**config.mk**
```make
export PLATFORM = sky130hd
export DESIGN_NAME = ram_port_arbiter
export DESIGN_NICKNAME = d
export VERILOG_FILES = /design/src/rtl/ram_port_arbiter.sv
export SDC_FILE = /design/constraint.sdc
export NUM_CORES = 1
export LEC_CHECK = 0
export CAP_MARGIN = 25
export CORE_MARGIN = 3
export CORE_UTILIZATION = 41
export CTS_CLUSTER_DIAMETER = 100
export DETAILED_ROUTE_END_ITERATION = 8
export PLACE_DENSITY = 0.8
export SLEW_MARGIN = 20
export SYNTH_ARGS = -nofsm -noshare
export SYNTH_HDL_FRONTEND = slang
export SYNTH_SLANG_ARGS = --single-unit
```
**constraint.sdc**
```tcl
create_clock -name clk -period 1.9 [get_ports clk]
set_clock_uncertainty 0.2 [all_clocks]
set_input_delay 0.285 -clock clk [delete_from_list [all_inputs] [get_ports clk]]
set_output_delay 0.285 -clock clk [all_outputs]
set_load 0.01 [all_outputs]
```
**src/rtl/ram_port_arbiter.sv**
```systemverilog
// Two-requester round-robin arbiter sharing one RAM port between the core
// (requester 0) and the SPI engine (requester 1), with bounded lock priority.
module ram_port_arbiter #(
   parameter int ADDR_WIDTH = 8,
   parameter int DATA_WIDTH = 32,
   parameter int MAX_LOCK   = 4
) (
   input  logic                  clk,
   input  logic                  rst,
   input  logic                  r0_req,
   input  logic                  r0_we,
   input  logic                  r0_lock,
   input  logic [ADDR_WIDTH-1:0] r0_addr,
   input  logic [DATA_WIDTH-1:0] r0_wdata,
   output logic                  r0_done,
   output logic [DATA_WIDTH-1:0] r0_rdata,
   input  logic                  r1_req,
   input  logic                  r1_we,
   input  logic                  r1_lock,
   input  logic [ADDR_WIDTH-1:0] r1_addr,
   input  logic [DATA_WIDTH-1:0] r1_wdata,
   output logic                  r1_done,
   output logic [DATA_WIDTH-1:0] r1_rdata,
   output logic                  mem_en,
   output logic                  mem_we,
   output logic [ADDR_WIDTH-1:0] mem_addr,
   output logic [DATA_WIDTH-1:0] mem_wdata,
   input  logic [DATA_WIDTH-1:0] mem_rdata,
   output logic                  busy
);

   localparam int LCW = ($clog2(MAX_LOCK + 1) > 2) ? $clog2(MAX_LOCK + 1) : 2;
   localparam logic [LCW-1:0] MAX_LOCK_C = LCW'(MAX_LOCK);

   localparam logic [1:0] S_IDLE  = 2'd0;
   localparam logic [1:0] S_ISSUE = 2'd1;
   localparam logic [1:0] S_DONE  = 2'd2;

   logic [1:0]            state_q,     state_d;
   logic                  winner_q,    winner_d;
   logic                  win_lock_q,  win_lock_d;
   logic                  last_gnt_q,  last_gnt_d;
   logic                  prev_lock_q, prev_lock_d;
   logic [LCW-1:0]        lock_cnt_q,  lock_cnt_d;
   logic                  mem_en_q,    mem_en_d;
   logic                  mem_we_q,    mem_we_d;
   logic [ADDR_WIDTH-1:0] mem_addr_q,  mem_addr_d;
   logic [DATA_WIDTH-1:0] mem_wdata_q, mem_wdata_d;
   logic [1:0]            done_q,      done_d;
   logic [DATA_WIDTH-1:0] rdata0_q,    rdata0_d;
   logic [DATA_WIDTH-1:0] rdata1_q,    rdata1_d;
   logic                  busy_q,      busy_d;
   logic                  win_c;

   // Winner selection and next-state computation for the IDLE/ISSUE/DONE FSM.
   always_comb begin
      state_d     = state_q;
      winner_d    = winner_q;
      win_lock_d  = win_lock_q;
      last_gnt_d  = last_gnt_q;
      prev_lock_d = prev_lock_q;
      lock_cnt_d  = lock_cnt_q;
      mem_en_d    = mem_en_q;
      mem_we_d    = mem_we_q;
      mem_addr_d  = mem_addr_q;
      mem_wdata_d = mem_wdata_q;
      done_d      = done_q;
      rdata0_d    = rdata0_q;
      rdata1_d    = rdata1_q;
      win_c       = 1'b0;

      case (state_q)
         S_IDLE: begin
            if (r0_req || r1_req) begin
               if (r0_req && !r1_req)
                  win_c = 1'b0;
               else if (r1_req && !r0_req)
                  win_c = 1'b1;
               else if (prev_lock_q && (lock_cnt_q < MAX_LOCK_C))
                  win_c = last_gnt_q;
               else
                  win_c = ~last_gnt_q;
               winner_d    = win_c;
               win_lock_d  = win_c ? r1_lock  : r0_lock;
               mem_en_d    = 1'b1;
               mem_we_d    = win_c ? r1_we    : r0_we;
               mem_addr_d  = win_c ? r1_addr  : r0_addr;
               mem_wdata_d = win_c ? r1_wdata : r0_wdata;
               state_d     = S_ISSUE;
            end
         end
         S_ISSUE: begin
            if (!mem_we_q) begin
               if (winner_q) rdata1_d = mem_rdata;
               else          rdata0_d = mem_rdata;
            end
            mem_en_d         = 1'b0;
            mem_we_d         = 1'b0;
            done_d[winner_q] = 1'b1;
            state_d          = S_DONE;
         end
         S_DONE: begin
            done_d      = 2'b00;
            last_gnt_d  = winner_q;
            prev_lock_d = win_lock_q;
            // lock_cnt counts grants won through the lock (the first locked
            // access that opened the run is not counted), so a locked requester
            // gets MAX_LOCK extra back-to-back grants before round-robin.
            if ((winner_q == last_gnt_q) && win_lock_q && prev_lock_q) begin
               if (lock_cnt_q < MAX_LOCK_C)
                  lock_cnt_d = lock_cnt_q + LCW'(1);
            end else begin
               lock_cnt_d = '0;
            end
            state_d = S_IDLE;
         end
         default: begin
            state_d = S_IDLE;
         end
      endcase

      busy_d = (state_d != S_IDLE);
   end

   // State and output registers with synchronous reset.
   always_ff @(posedge clk) begin
      if (rst) begin
         state_q     <= S_IDLE;
         winner_q    <= 1'b0;
         win_lock_q  <= 1'b0;
         last_gnt_q  <= 1'b1;
         prev_lock_q <= 1'b0;
         lock_cnt_q  <= '0;
         mem_en_q    <= 1'b0;
         mem_we_q    <= 1'b0;
         mem_addr_q  <= '0;
         mem_wdata_q <= '0;
         done_q      <= 2'b00;
         rdata0_q    <= '0;
         rdata1_q    <= '0;
         busy_q      <= 1'b0;
      end else begin
         state_q     <= state_d;
         winner_q    <= winner_d;
         win_lock_q  <= win_lock_d;
         last_gnt_q  <= last_gnt_d;
         prev_lock_q <= prev_lock_d;
         lock_cnt_q  <= lock_cnt_d;
         mem_en_q    <= mem_en_d;
         mem_we_q    <= mem_we_d;
         mem_addr_q  <= mem_addr_d;
         mem_wdata_q <= mem_wdata_d;
         done_q      <= done_d;
         rdata0_q    <= rdata0_d;
         rdata1_q    <= rdata1_d;
         busy_q      <= busy_d;
      end
   end

   assign r0_done   = done_q[0];
   assign r1_done   = done_q[1];
   assign r0_rdata  = rdata0_q;
   assign r1_rdata  = rdata1_q;
   assign mem_en    = mem_en_q;
   assign mem_we    = mem_we_q;
   assign mem_addr  = mem_addr_q;
   assign mem_wdata = mem_wdata_q;
   assign busy      = busy_q;

endmodule

```
### After elaboration in Yosys (flattened, before gate mapping)

Cells that the tools add are included.
Widths: inputs -> output; s select.

* add/sub/neg operators: 1
* reduce and logical (&&, ||, !) cells: 18
* equal/unequal tests: 5
* multiplexer cells: 20
* magnitude comparators: 3
* bitwise gates (word level): 4

Operator list (number)
* $mux 32: 1
* $mux 1: 10
* $mux 8: 1
* $pmux 2 s2: 2
* $logic_and 1x1->1: 6
* $mux 3: 2
* $reduce_and 2->1: 3
* $reduce_and 3->1: 2
* $reduce_bool 2->1: 3
* $pmux 1 s2: 2
* $add 3x1->3 const B: 1
* $lt 3x3->1 const B: 1
* $not 1->1: 3
* $eq 2x1->1 const B: 1
* $eq 2x2->1 const B: 1
* $logic_not 1->1: 2
* $logic_not 2->1: 1
* $lt 1x2->1 const B: 1
* $mux 2: 1
* $ne 2x1->1 const B: 1
* $ne 2x2->1 const B: 1
* $or 2x2->2: 1
* $demux 1 s1: 1
* $eq 1x1->1: 1
* other kinds (2): 2

* register bits after elaboration: 118
* input port bits: 120
* output and inout port bits: 109
* logic and storage cells: 65

### Logic depth before layout (Yosys ltp)

Gate-level depths: netlist of run 1.

* word-level depth: 10
* gate-level depth with buffers: 9
* depth with buffers taken out: 6

### Least setup slack after synthesis of run 1

OpenSTA, ideal clock, no wires.

* path kind: reg2reg
* from: reg state_q[0]
* to: reg mem_addr_q[7], in the netlist mem_addr[7]
* required time: 1.640 ns
* period minus slack after synthesis: 1.683 ns
* setup slack: 0.217 ns
* data arrival time: 1.423 ns
* setup time: 0.060 ns
* stages on the path, launching flop included: 10
* buffers on the path: 3
* cells stage by stage: dfxtp_1 > inv_1 > ha_1 > buf_2 > o21a_1 > buf_4 > buf_6 > nor2_1 > nor3_1 > o221a_1

* cells in the longest elaborated chain, start to end: 2

Ends and longest elaborated chain
* start: declaration: line 39 `logic [1:0] state_q, state_d;`
* start signal: assignment: line 143 `state_q <= state_d;`
* $logic_not 2->1: line 72 `case (state_q)`
* $reduce_and 2->1 (no source line)
* end signal: assignment: line 151 `mem_addr_q <= mem_addr_d;`
* end: declaration: line 47 `logic [ADDR_WIDTH-1:0] mem_addr_q, mem_addr_d;`

Every way passes these cells.
A chain may end at the register's enable or synchronous reset.

### Worst setup path in the final report of run 1

* from: reg mem_wdata_q[0], in the netlist mem_wdata[0]
* to: out mem_wdata[0]

RTL lines
* start: declaration: line 48 `logic [DATA_WIDTH-1:0] mem_wdata_q, mem_wdata_d;`
* start signal: assignment: line 152 `mem_wdata_q <= mem_wdata_d;`
* end: declaration: line 27 `output logic [DATA_WIDTH-1:0] mem_wdata,`

No word-level cell between the ends.

==> flow_metrics.env, run 1 <==
export IMPL_grt_pass1_wl_mm=25.21
export IMPL_netlist_instances=584
export IMPL_final_period_minus_worst_setup_slack_ns=1.829
export IMPL_timing_critical_path_max_delay_family="buffers and inverters"
export IMPL_maxSlewHeadroom=0.7515
export IMPL_overall_die_area_mm2=0.01311
export IMPL_rr_worst_depth=7
export IMPL_timing_final_hold_violations=0
export IMPL_setup_reg_to_reg_worst_slack_ns=0.14
export IMPL_pwr_density_cell_mw_per_mm2=966.8
export IMPL_cts_tree="yes"
export IMPL_first_global_vias=5167
export IMPL_max_vdd_ir_drop_v=0.0006394
export IMPL_worst_pin_slew_ns=0.3727
export IMPL_starting_utilization_of_the_core_area=0.4211
export IMPL_critPathArrivalTime_ns=1.34
export IMPL_track_usage=0.2397
export IMPL_ys_ff_latch=118
export IMPL_timing_max_transition_violations_final=0
export IMPL_crit_share_post_route=0.9628
export IMPL_cp_end_kind="output port"
export IMPL_hpwlAfterDp_mm=11.45
export IMPL_hold_path_depth=2
export IMPL_power_static_leakage_nw=2.906
export IMPL_finalWeightedCongestion=0.8367
export IMPL_cts_hold_buf=0
export IMPL_synth_async_sr_flop_share=0
export IMPL_power_frac_seq=0.364
export IMPL_fin_nets=930
export IMPL_numClockSinks=118
export IMPL_antenna_cells=0
export IMPL_cts_root_to_sink_buffers=2
export IMPL_post_cts_buffers=0
export IMPL_cp_slowest_cell="clkdlybuf4s50_1"
export IMPL_post_route_cells_drive_above_1_share=0.08059
export IMPL_fp_dieH_um=114.5
export IMPL_maxClockFrequency_mhz=546.7
export IMPL_area_delta_synth_final_pct=64.29
export IMPL_hp_class="in -> reg"
export IMPL_drt_iter0_drc=440
export IMPL_drc=0
export IMPL_netSwitchingPower_w=0.001943
export IMPL_whs_endpoint="prev_lock_q$_SDFFE_PP0N_"
export IMPL_wirelength_per_cell_um=16.48
export IMPL_firstDrtPassIters=6
export IMPL_floorplan_rows=39
export IMPL_timing_hold_worst_start="rst"
export IMPL_worst_ep_required_time_ns=1.41
export IMPL_synth_seq_area_share=0.4892
export IMPL_crit_reg2reg_capture="mem_wdata[24]$_SDFFE_PP0P_"
export IMPL_postSynth_topFlopCell="dfxtp_1"
export IMPL_worstSetupStartpointType="flip-flop"
export IMPL_synthesis_area_mm2=0.004828
export IMPL_route_antenna_remaining_nets=0
export IMPL_die_width_um=114.5
export IMPL_status="completed"
export IMPL_regToRegStartpoint="state_q[0]$_SDFF_PP0_"
export IMPL_syn_mean_instance_area_um2=8.268
export IMPL_setup_viol=0
export IMPL_synth_enable_flop_cells=0
export IMPL_syn_nets=708
export IMPL_worstPathCellList="clkdlybuf4s50_1"
export IMPL_pin_count=229
export IMPL_port_buffers=228
export IMPL_comb_power_share=0.197
export IMPL_yosysWarnings=0
export IMPL_critical_path_n_buffers_inverters=1
export IMPL_internal_power_w=0.005727
export IMPL_insertion_delay_of_the_later_clocked_pin_in_the_worst_skew_pair_ns=0.40
export IMPL_route_vias_total=5049
export IMPL_core_mm2=0.01147
export IMPL_setup_total_negative_slack_ns=0
export IMPL_wirelength_mm=15.85
export IMPL_rsz0062_at_grt="yes"
export IMPL_largest_net_degree_at_the_start_of_global_routing=43
export IMPL_cts_made_buffers=17
export IMPL_sum_of_internal_switching_and_leakage_power_w=0.007670
export IMPL_htree_num_levels=4
export IMPL_root_buffer="clkbuf_16"
export IMPL_number_of_maximum_capacitance_violations=0
export IMPL_biggest_fanout_along_the_worst_timing_path=2
export IMPL_global_route_overflow_total=0
export IMPL_worst_path_largest_cell_delay_ns=0.61
export IMPL_clkTransAtPathRegs_ns=0.05
export IMPL_number_of_antenna_violations_at_the_first_check_in_global_routing=0
export IMPL_vias_per_cell=5.248
export IMPL_critical_path_class="reg -> out"
export IMPL_sw_frac_of_total=0.2533
export IMPL_yosysUniqueCellTypes=37
export IMPL_power_share_of_the_clock_group=0.439
## how the worst max path moves through the flow
stage | from | endpoint | cells past startpoint
3_3_place_gp | r0_req | mem_addr[4]$_SDFFE_PP0P_ | 6
6_report | mem_wdata[0]$_SDFFE_PP0P_ | mem_wdata[0] | 1
4_1_cts | mem_we$_SDFFE_PP0P_ | mem_we | 1
5_1_grt | state_q[0]$_SDFF_PP0_ | mem_addr[6]$_SDFFE_PP0P_ | 7
3_5_place_dp | r0_req | mem_wdata[11]$_SDFFE_PP0P_ | 6
2_1_floorplan | state_q[0]$_SDFF_PP0_ | mem_addr[7]$_SDFFE_PP0P_ | 9
## metrics by stage
stage / hold WS, ns / cells / instance area, um^2 / setup WS [ns] / utilization
floorplan: 0.2210 / 584 / 4828 / 0.2169 / -
global placement: 0.2421 / 930 / 7298 / -0.01838 / 0.6364
detailed placement: 0.2484 / 930 / 7298 / -0.1333 / 0.6364
CTS: 0.06143 / 962 / 7923 / 0.03845 / 0.6909
global route: 0.08623 / 962 / 7933 / -0.005292 / 0.6918
finish: 0.08571 / 962 / 7933 / 0.07071 / 0.6918
## worst reg2reg max path, delay by kind of cell (launching register included)
kind	cells	cell delay, ns
adder cells (fa/ha/maj)	1	0.23
AO/OA/AOI/OAI	2	0.41
AND/OR/NAND/NOR	2	0.26
flip-flops	1	0.31
buffers and inverters	2	0.30
## metal layers
metal	global-route usage	vias to the layer above	share of wire
met5	0	-	0
met4	0.06809	0	0.014
met3	0.1004	19	0.097
met2	0.4086	228	0.50
met1	0.2745	2364	0.39
li1	-	2438	-
## registers in the layout (all words and copies together) (netlist names), 2 cells and up
register,count
done_q,2
lock_cnt_q,3
mem_addr,8
mem_wdata,32
r0_rdata,32
r1_rdata,32
state_q,2
## cells by family after synthesis
| family | after synthesis | synth area share |
|---|---|---|
| muxes | 1 | 0.002073 |
| xor gates and xnor gates | 3 | 0.008554 |
| DFF | 118 | 0.4892 |
| AOI/OAI and AO/OA | 124 | 0.1902 |
| and+or+nand+nor | 281 | 0.2405 |
| adders and majority gates | 4 | 0.01037 |
| buffers and inverters | 53 | 0.05908 |
## synthesized netlist by cell type, types with 3 or more instances
master	number	area share
nand2_1	134	0.10
dfxtp_1	118	0.49
nor2_1	92	0.072
a21oi_1	72	0.075
nor3_1	42	0.044
o221a_1	39	0.091
clkbuf_1	19	0.015
buf_2	15	0.016
buf_6	8	0.019
inv_1	7	0.0054
ha_1	4	0.010
nand3_1	3	0.0031
## cell usage in the layout (no fill, tap or decap), drive strengths merged, types with 6 or more instances in the layout
cell / n
a21oi: 72
buf: 22
clkbuf: 19
clkdlybuf4s50: 226
clkinv: 6
dfxtp: 118
inv: 7
nand2: 134
nor2: 92
nor3: 44
o221a: 41
## final cells by class
type | instances | area, um^2
Clock buffer | 19 | 442.9
Clock inverter | 13 | 180.2
Fill cell | 883 | 3535
Inverter | 7 | 26.28
Multi-Input combinational cell | 413 | 2201
Sequential cell | 118 | 2364
Tap cell | 143 | 178.9
Timing Repair Buffer | 249 | 2540
## power by group through the flow
stage	Combinational [W]	Sequential [W]	Clock (W)
2_1_floorplan	0.000603	0.00291	0
4_1_cts	0.00152	0.00279	0.00341
3_3_place_gp	0.00148	0.00283	0
5_1_grt	0.00164	0.00281	0.00355
6_report	0.00151	0.00279	0.00336
3_5_place_dp	0.00151	0.00284	0
## repair_timing
item / 4_1_cts / 5_1_grt
setup endpoints to repair: 1 / 17
gates resized for setup: 1 / 3
pin swaps: 0 / 0
(Power assumes the default switching activity.)
==> inputs of run 2 (changes only) <==
- ABC_CLOCK_PERIOD_IN_PS: default -> 1900
==> results of run 2 <==
No change in the layout: final DEF, timing and power equal those of run 1.
